[src/rtl/dec_fpr_wb_ctl.sv]
// Long-latency FP writeback controller: FIFO-buffered retire to FPR
// write port 2 plus a pending-write scoreboard for decode.
module dec_fpr_wb_ctl #(
  parameter int DEPTH = 4,
  localparam int CW = $clog2(DEPTH + 1)
) (
  input  logic          clk,
  input  logic          rst,
  input  logic          iss_valid,
  input  logic [4:0]    iss_rd,
  input  logic          flush,
  input  logic          dv_valid,
  input  logic [4:0]    dv_rd,
  input  logic [31:0]   dv_data,
  output logic          dv_ready,
  input  logic          ld_valid,
  input  logic [4:0]    ld_rd,
  input  logic [31:0]   ld_data,
  output logic          ld_ready,
  input  logic          wp_busy,
  output logic          wen2,
  output logic [4:0]    waddr2,
  output logic [31:0]   wd2,
  output logic [31:0]   pend,
  output logic [CW-1:0] occ
);

  localparam int AW = $clog2(DEPTH);

  logic [36:0]   mem_q [DEPTH];
  logic [AW-1:0] wp_q, wp_d;
  logic [AW-1:0] rp_q, rp_d;
  logic [CW-1:0] occ_q, occ_d;
  logic          out_v_q, out_v_d;
  logic [4:0]    out_rd_q, out_rd_d;
  logic [31:0]   out_data_q, out_data_d;
  logic [31:0]   pend_q, pend_d;

  logic        full, empty;
  logic        acc_dv, acc_ld, acc;
  logic        adv, pop, byp, push;
  logic [36:0] in_ent, head;

  always_comb begin
    full     = (occ_q == CW'(DEPTH));
    empty    = (occ_q == '0);
    dv_ready = ~flush & ~full;
    ld_ready = ~flush & ~full & ~dv_valid;
    acc_dv   = dv_valid & dv_ready;
    acc_ld   = ld_valid & ld_ready;
    acc      = acc_dv | acc_ld;
    in_ent   = acc_dv ? {dv_rd, dv_data}
                      : {ld_rd, ld_data};
    head     = mem_q[rp_q];
    adv      = ~out_v_q | ~wp_busy;
    pop      = adv & ~empty;
    byp      = adv & empty & acc;
    push     = acc & ~byp;
    wen2     = out_v_q & ~wp_busy;
    waddr2   = out_rd_q;
    wd2      = out_data_q;
    pend     = pend_q;
    occ      = occ_q;
  end

  always_comb begin
    out_v_d    = out_v_q;
    out_rd_d   = out_rd_q;
    out_data_d = out_data_q;
    wp_d       = wp_q;
    rp_d       = rp_q;
    occ_d      = occ_q;
    if (adv) begin
      if (!empty) begin
        out_v_d    = 1'b1;
        out_rd_d   = head[36:32];
        out_data_d = head[31:0];
      end else if (acc) begin
        out_v_d    = 1'b1;
        out_rd_d   = in_ent[36:32];
        out_data_d = in_ent[31:0];
      end else begin
        out_v_d = 1'b0;
      end
    end
    if (push) wp_d = wp_q + AW'(1);
    if (pop)  rp_d = rp_q + AW'(1);
    unique case ({push, pop})
      2'b10:   occ_d = occ_q + CW'(1);
      2'b01:   occ_d = occ_q - CW'(1);
      default: occ_d = occ_q;
    endcase
    if (flush) begin
      out_v_d = 1'b0;
      wp_d    = '0;
      rp_d    = '0;
      occ_d   = '0;
    end
  end

  // Set after clear: a same-cycle reissue to the retiring rd stays pending.
  always_comb begin
    pend_d = pend_q;
    if (wen2) pend_d[waddr2] = 1'b0;
    if (iss_valid) pend_d[iss_rd] = 1'b1;
    if (flush) pend_d = '0;
  end

  always_ff @(posedge clk or posedge rst) begin
    if (rst) begin
      wp_q       <= '0;
      rp_q       <= '0;
      occ_q      <= '0;
      out_v_q    <= 1'b0;
      out_rd_q   <= '0;
      out_data_q <= '0;
      pend_q     <= '0;
    end else begin
      wp_q       <= wp_d;
      rp_q       <= rp_d;
      occ_q      <= occ_d;
      out_v_q    <= out_v_d;
      out_rd_q   <= out_rd_d;
      out_data_q <= out_data_d;
      pend_q     <= pend_d;
    end
  end

  always_ff @(posedge clk) begin
    if (push) mem_q[wp_q] <= in_ent;
  end

endmodule

[config.mk]
export PLATFORM = sky130hd
export DESIGN_NAME = dec_fpr_wb_ctl
export DESIGN_NICKNAME = d
export VERILOG_FILES = /design/src/rtl/dec_fpr_wb_ctl.sv
export SDC_FILE = /design/constraint.sdc
export NUM_CORES = 1
export LEC_CHECK = 0
export CAP_MARGIN = 20
export CORE_MARGIN = 4
export CORE_UTILIZATION = 30
export DETAILED_ROUTE_END_ITERATION = 8
export GPL_TIMING_DRIVEN = 0
export SLEW_MARGIN = 20
export SYNTH_ARGS = -nofsm -noshare
export SYNTH_HDL_FRONTEND = slang
export SYNTH_SLANG_ARGS = --single-unit
[constraint.sdc]
create_clock -name clk -period 5.8 [get_ports clk]
set_input_delay 1.74 -clock clk [delete_from_list [all_inputs] [get_ports clk]]
set_output_delay 1.74 -clock clk [all_outputs]
set_load 0.02 [all_outputs]
==> implementation parameters <==
Parameter                              Value

Run status
  Run status    finished clean

Power
  Portion of total power attributed to sequential cells    39.9%
  Worst vdd ir    0.211 mV
  Switching power total    1.66 mW
  Clk network pwr share    29.2%
  Static power due to leakage    4.57 nW
  Total power per unit cell area    430 mW/mm²
  Share of power burned in combinational logic    a little under a third
  Switching power as a share of total power    approximately 31%
  Cell internal pwr    3.65 mW

Clock network
  Setup bufs post-CTS    0
  Clk pin slew, worst setup/hold paths    about 60 ps
  Quantity of gates resized following cts    0
  Count of H-tree levels built during CTS    1
  TritonCTS clock tree    built
  Root cell of the clock tree    sky130_fd_sc_hd__clkbuf_16
  Count of clock tree sinks    225
  Later-pin clock latency in the skew report    520 ps
  Number of buffers added to fix hold violations after cts    0
  Number of buffers inserted during clock tree synthesis    25
  CTS max path bufs    3

Setup path
  Worst Path Max Fanout    5
  Endpoint required time on the critical path    4060 ps
  Reg2reg setup slack    2590 ps
  Terminus of the critical flop-to-flop path    occ[2]$_DFFE_PP0P_
  Startpoint type of the worst setup path    primary input
  R2R cell count    9
  Crit path kind    in -> out
  Worst r2r src    occ[0]$_DFFE_PP0P_
  Series of cell instances along the critical path    clkdlybuf4s50_1 -> nor3_1 -> clkdlybuf4s50_1
  CP max stage delay    660 ps
  Startpoint of the most critical setup path    dv_valid
  Arr. time, crit path    3200 ps
  Most common cell type on the critical path    sky130_fd_sc_hd__clkdlybuf4s50_1
  Category of the worst setup path capture point    output pin
  Crit-path slowest cell    sky130_fd_sc_hd__clkdlybuf4s50_1

GRT
  Total congestion overflow after global routing    0
  Number of global-route vias before repair    ~6100
  Global-route wire length before repair    36500 µm
  Overall fraction of global-route tracks in use    a little over an eighth
  Largest net degree at the start of global routing    48
  Antenna violations before repair    0

Finish
  Area growth from synthesis to final layout    32.0%
  Share of layout cells above drive strength 1    13.6%
  Number of nets in the final layout    about 900
  # diodes    0
  Layout fillers    about 2900

Flow run
  Max-cap viol count    0

Min path
  Hold path depth    2
  Hold-critical path endpoint    pend[24]$_DFF_PP0_
  Class of the worst hold path    reg -> reg
  Hold_sp    pend[24]$_DFF_PP0_

Placed design
  Placed wire-length estimate    approximately 16000 µm
  Gpl congestion    0.783
  Count of buffers inserted at the top-level ports    around 160

Die
  Standard cell core area    0.0307 mm²
  Standard-cell row count    64
  I/O Pins    161
  Die Height    185 µm
  Die area    0.0341 mm²
  Starting Density    30.5%
  Horiz. Die Dim    185 µm

STA
  Number of max-slew violations in the final report    0
  Hold violation total from the final report    0
  Max Freq    203 MHz
  Worst-case headroom to the max-slew limit    46.5%
  Sum of negative setup slack    0 ps
  Share of the clock period used by the worst path after layout    85.1%
  Maximum clock skew at final layout    15.3 ps
  Setup repair after global routing missed its margin    false
  Final setup violation count    0
  Final-layout worst hold slack    542 ps
  Worst-margin pin slew    796 ps
  Min Tclk post-route    4940 ps

Detailed routing
  Total detailed-routing wirelength    23900 µm
  Drt first-iter violations    470
  Routed wire per std cell    19.4 µm
  Number of nets with antenna violations after detailed routing    0
  Vias per Instance    around 4.9
  Via total after detailed routing    6012
  Post-route DRC violation count    0
  1st-pass router iterations    5

Synthesis
  Seq cells post-synth    225
  Synthesized netlist cell count    627
  Post-synthesis net count    between 700 and 800
  Count of different cell masters after synthesis    40
  Average instance area after synthesis    around 15 µm²
  Biggest area consumer among synthesized cells    sky130_fd_sc_hd__edfxtp_1
  Netlist area before placement    0.00936 mm²
  Register area share after synthesis    68.1%
  Warnings, synthesis    0
  Share of Yosys cell area claimed by the top area cell type    47.5%
  Synth area leaders    sky130_fd_sc_hd__edfxtp_1 47%, sky130_fd_sc_hd__dfrtp_1 21%, sky130_fd_sc_hd__mux4_2 8.9%
[per-layer routing]
| metal | up-vias | track usage [%] | part of all wire (%) |
|---|---|---|---|
| li1 | 2762 | - | - |
| met1 | 3003 | 19.7 | 44 |
| met2 | 217 | 22.0 | 47 |
| met3 | 30 | 2.62 | 7.0 |
| met4 | 0 | 2.81 | 1.9 |
| met5 | - | 0 | 0 |
[worst max path at each step]
stage / end / slack [ps] / cells past startpoint
after floorplan: ld_ready / 1460 / 3
after global placement: wd2[21]$_DFFE_PP0P_ / 320 / 2
after detailed placement: ld_ready / 890 / 3
after CTS: ld_ready / 880 / 3
after global routing: wen2 / 790 / 3
final: ld_ready / 860 / 3
[area by class of cell]
type                       count  area [µm²]  area share (%)
multi-input combinational    326        2650            21.5
clock buffer                  33         686            5.55
tap                          396         495            4.01
sequential                   225        6370            51.6
buffer                        35         190            1.54
clock inverter                13         123           0.993
inverter                      41         156            1.27
timing repair buffer         163        1680            13.6
[synth_stat cells (all sizes together)]
cell type	n
nor4	1
nor2	15
nor3b	6
a2bb2oi	1
nor3	7
mux4	37
nor2b	3
and3	2
and2	5
o22ai	38
xor2	1
clkbuf	14
nand3	2
inv	41
dfrtp	77
mux2	2
or3	2
or2	1
or3b	3
o21bai	1
a2111oi	1
edfxtp	148
fa	1
buf	21
mux2i	39
o21ai	33
and3b	3
ha	4
a21oi	70
a211oi	1
nand3b	5
xnor2	3
nand2	39
[stage by stage]
| step | utilization [%] | power [mW] | instances | setup slack, ps | instance area (µm²) |
|---|---|---|---|---|---|
| after global routing | 40.3 | 5.60 | 1232 | 791 | 12400 |
| after CTS | 40.3 | 5.40 | 1232 | 884 | 12400 |
| final | 40.3 | 5.32 | 1232 | 865 | 12400 |
| after floorplan | - | 3.12 | 627 | 1460 | 9360 |
| after detailed placement | 37.6 | 3.82 | 1186 | 894 | 11500 |
| after global placement | 37.3 | 3.80 | 1182 | 319 | 11400 |
[cells in the final DEF (no fill, tap or decap), types with 4 or more instances in the layout]
cell type,count
sky130_fd_sc_hd__clkdlybuf4s50_1,159
sky130_fd_sc_hd__nand3b_1,5
sky130_fd_sc_hd__o22ai_1,38
sky130_fd_sc_hd__mux2i_1,39
sky130_fd_sc_hd__mux4_2,37
sky130_fd_sc_hd__nor2_1,15
sky130_fd_sc_hd__buf_6,5
sky130_fd_sc_hd__o21ai_0,32
sky130_fd_sc_hd__buf_2,14
sky130_fd_sc_hd__a21oi_1,69
sky130_fd_sc_hd__nor3_1,7
sky130_fd_sc_hd__edfxtp_1,148
sky130_fd_sc_hd__nand2_1,39
sky130_fd_sc_hd__dfrtp_1,77
sky130_fd_sc_hd__clkbuf_16,25
sky130_fd_sc_hd__ha_1,4
sky130_fd_sc_hd__clkinv_2,5
sky130_fd_sc_hd__nor3b_1,4
sky130_fd_sc_hd__clkbuf_1,19
sky130_fd_sc_hd__inv_1,40
[power by group through the flow]
stage | logic (mW) | registers, mW | clock network, mW
after global placement | 1.64 | 2.15 | 0
after detailed placement | 1.67 | 2.15 | 0
after global routing | 1.78 | 2.15 | 1.67
after floorplan | 0.826 | 2.29 | 0
after CTS | 1.68 | 2.12 | 1.59
final | 1.64 | 2.12 | 1.55
[state kept, by name, summed over array words and instances (netlist names)]
signal and cells:
out_v_q 1, wd2 32, pend 32, occ 3
mem_q 148, rp_q 2, waddr2 5, wp_q 2
[worst max-delay path: cells and delay by family]
family | cells | cell delay [ps]
simple gates | 1 | 290
buf+inv | 2 | 1160
[cell families (layout without fill, tap and decap cells)]
logic type | count (synthesis) | after routing | synth area share (%)
flip-flops | 225 | 225 | 68.1
AO/OA/AOI/OAI | 145 | 145 | 8.48
AND/OR/NAND/NOR | 94 | 94 | 5.31
multiplexers | 78 | 78 | 13.3
buffers and inverters | 76 | 285 | 3.68
adder cells (fa/ha/maj) | 5 | 5 | 0.749
XOR/XNOR | 4 | 4 | 0.375
Note: power is estimated with default switching activity, not from simulation.
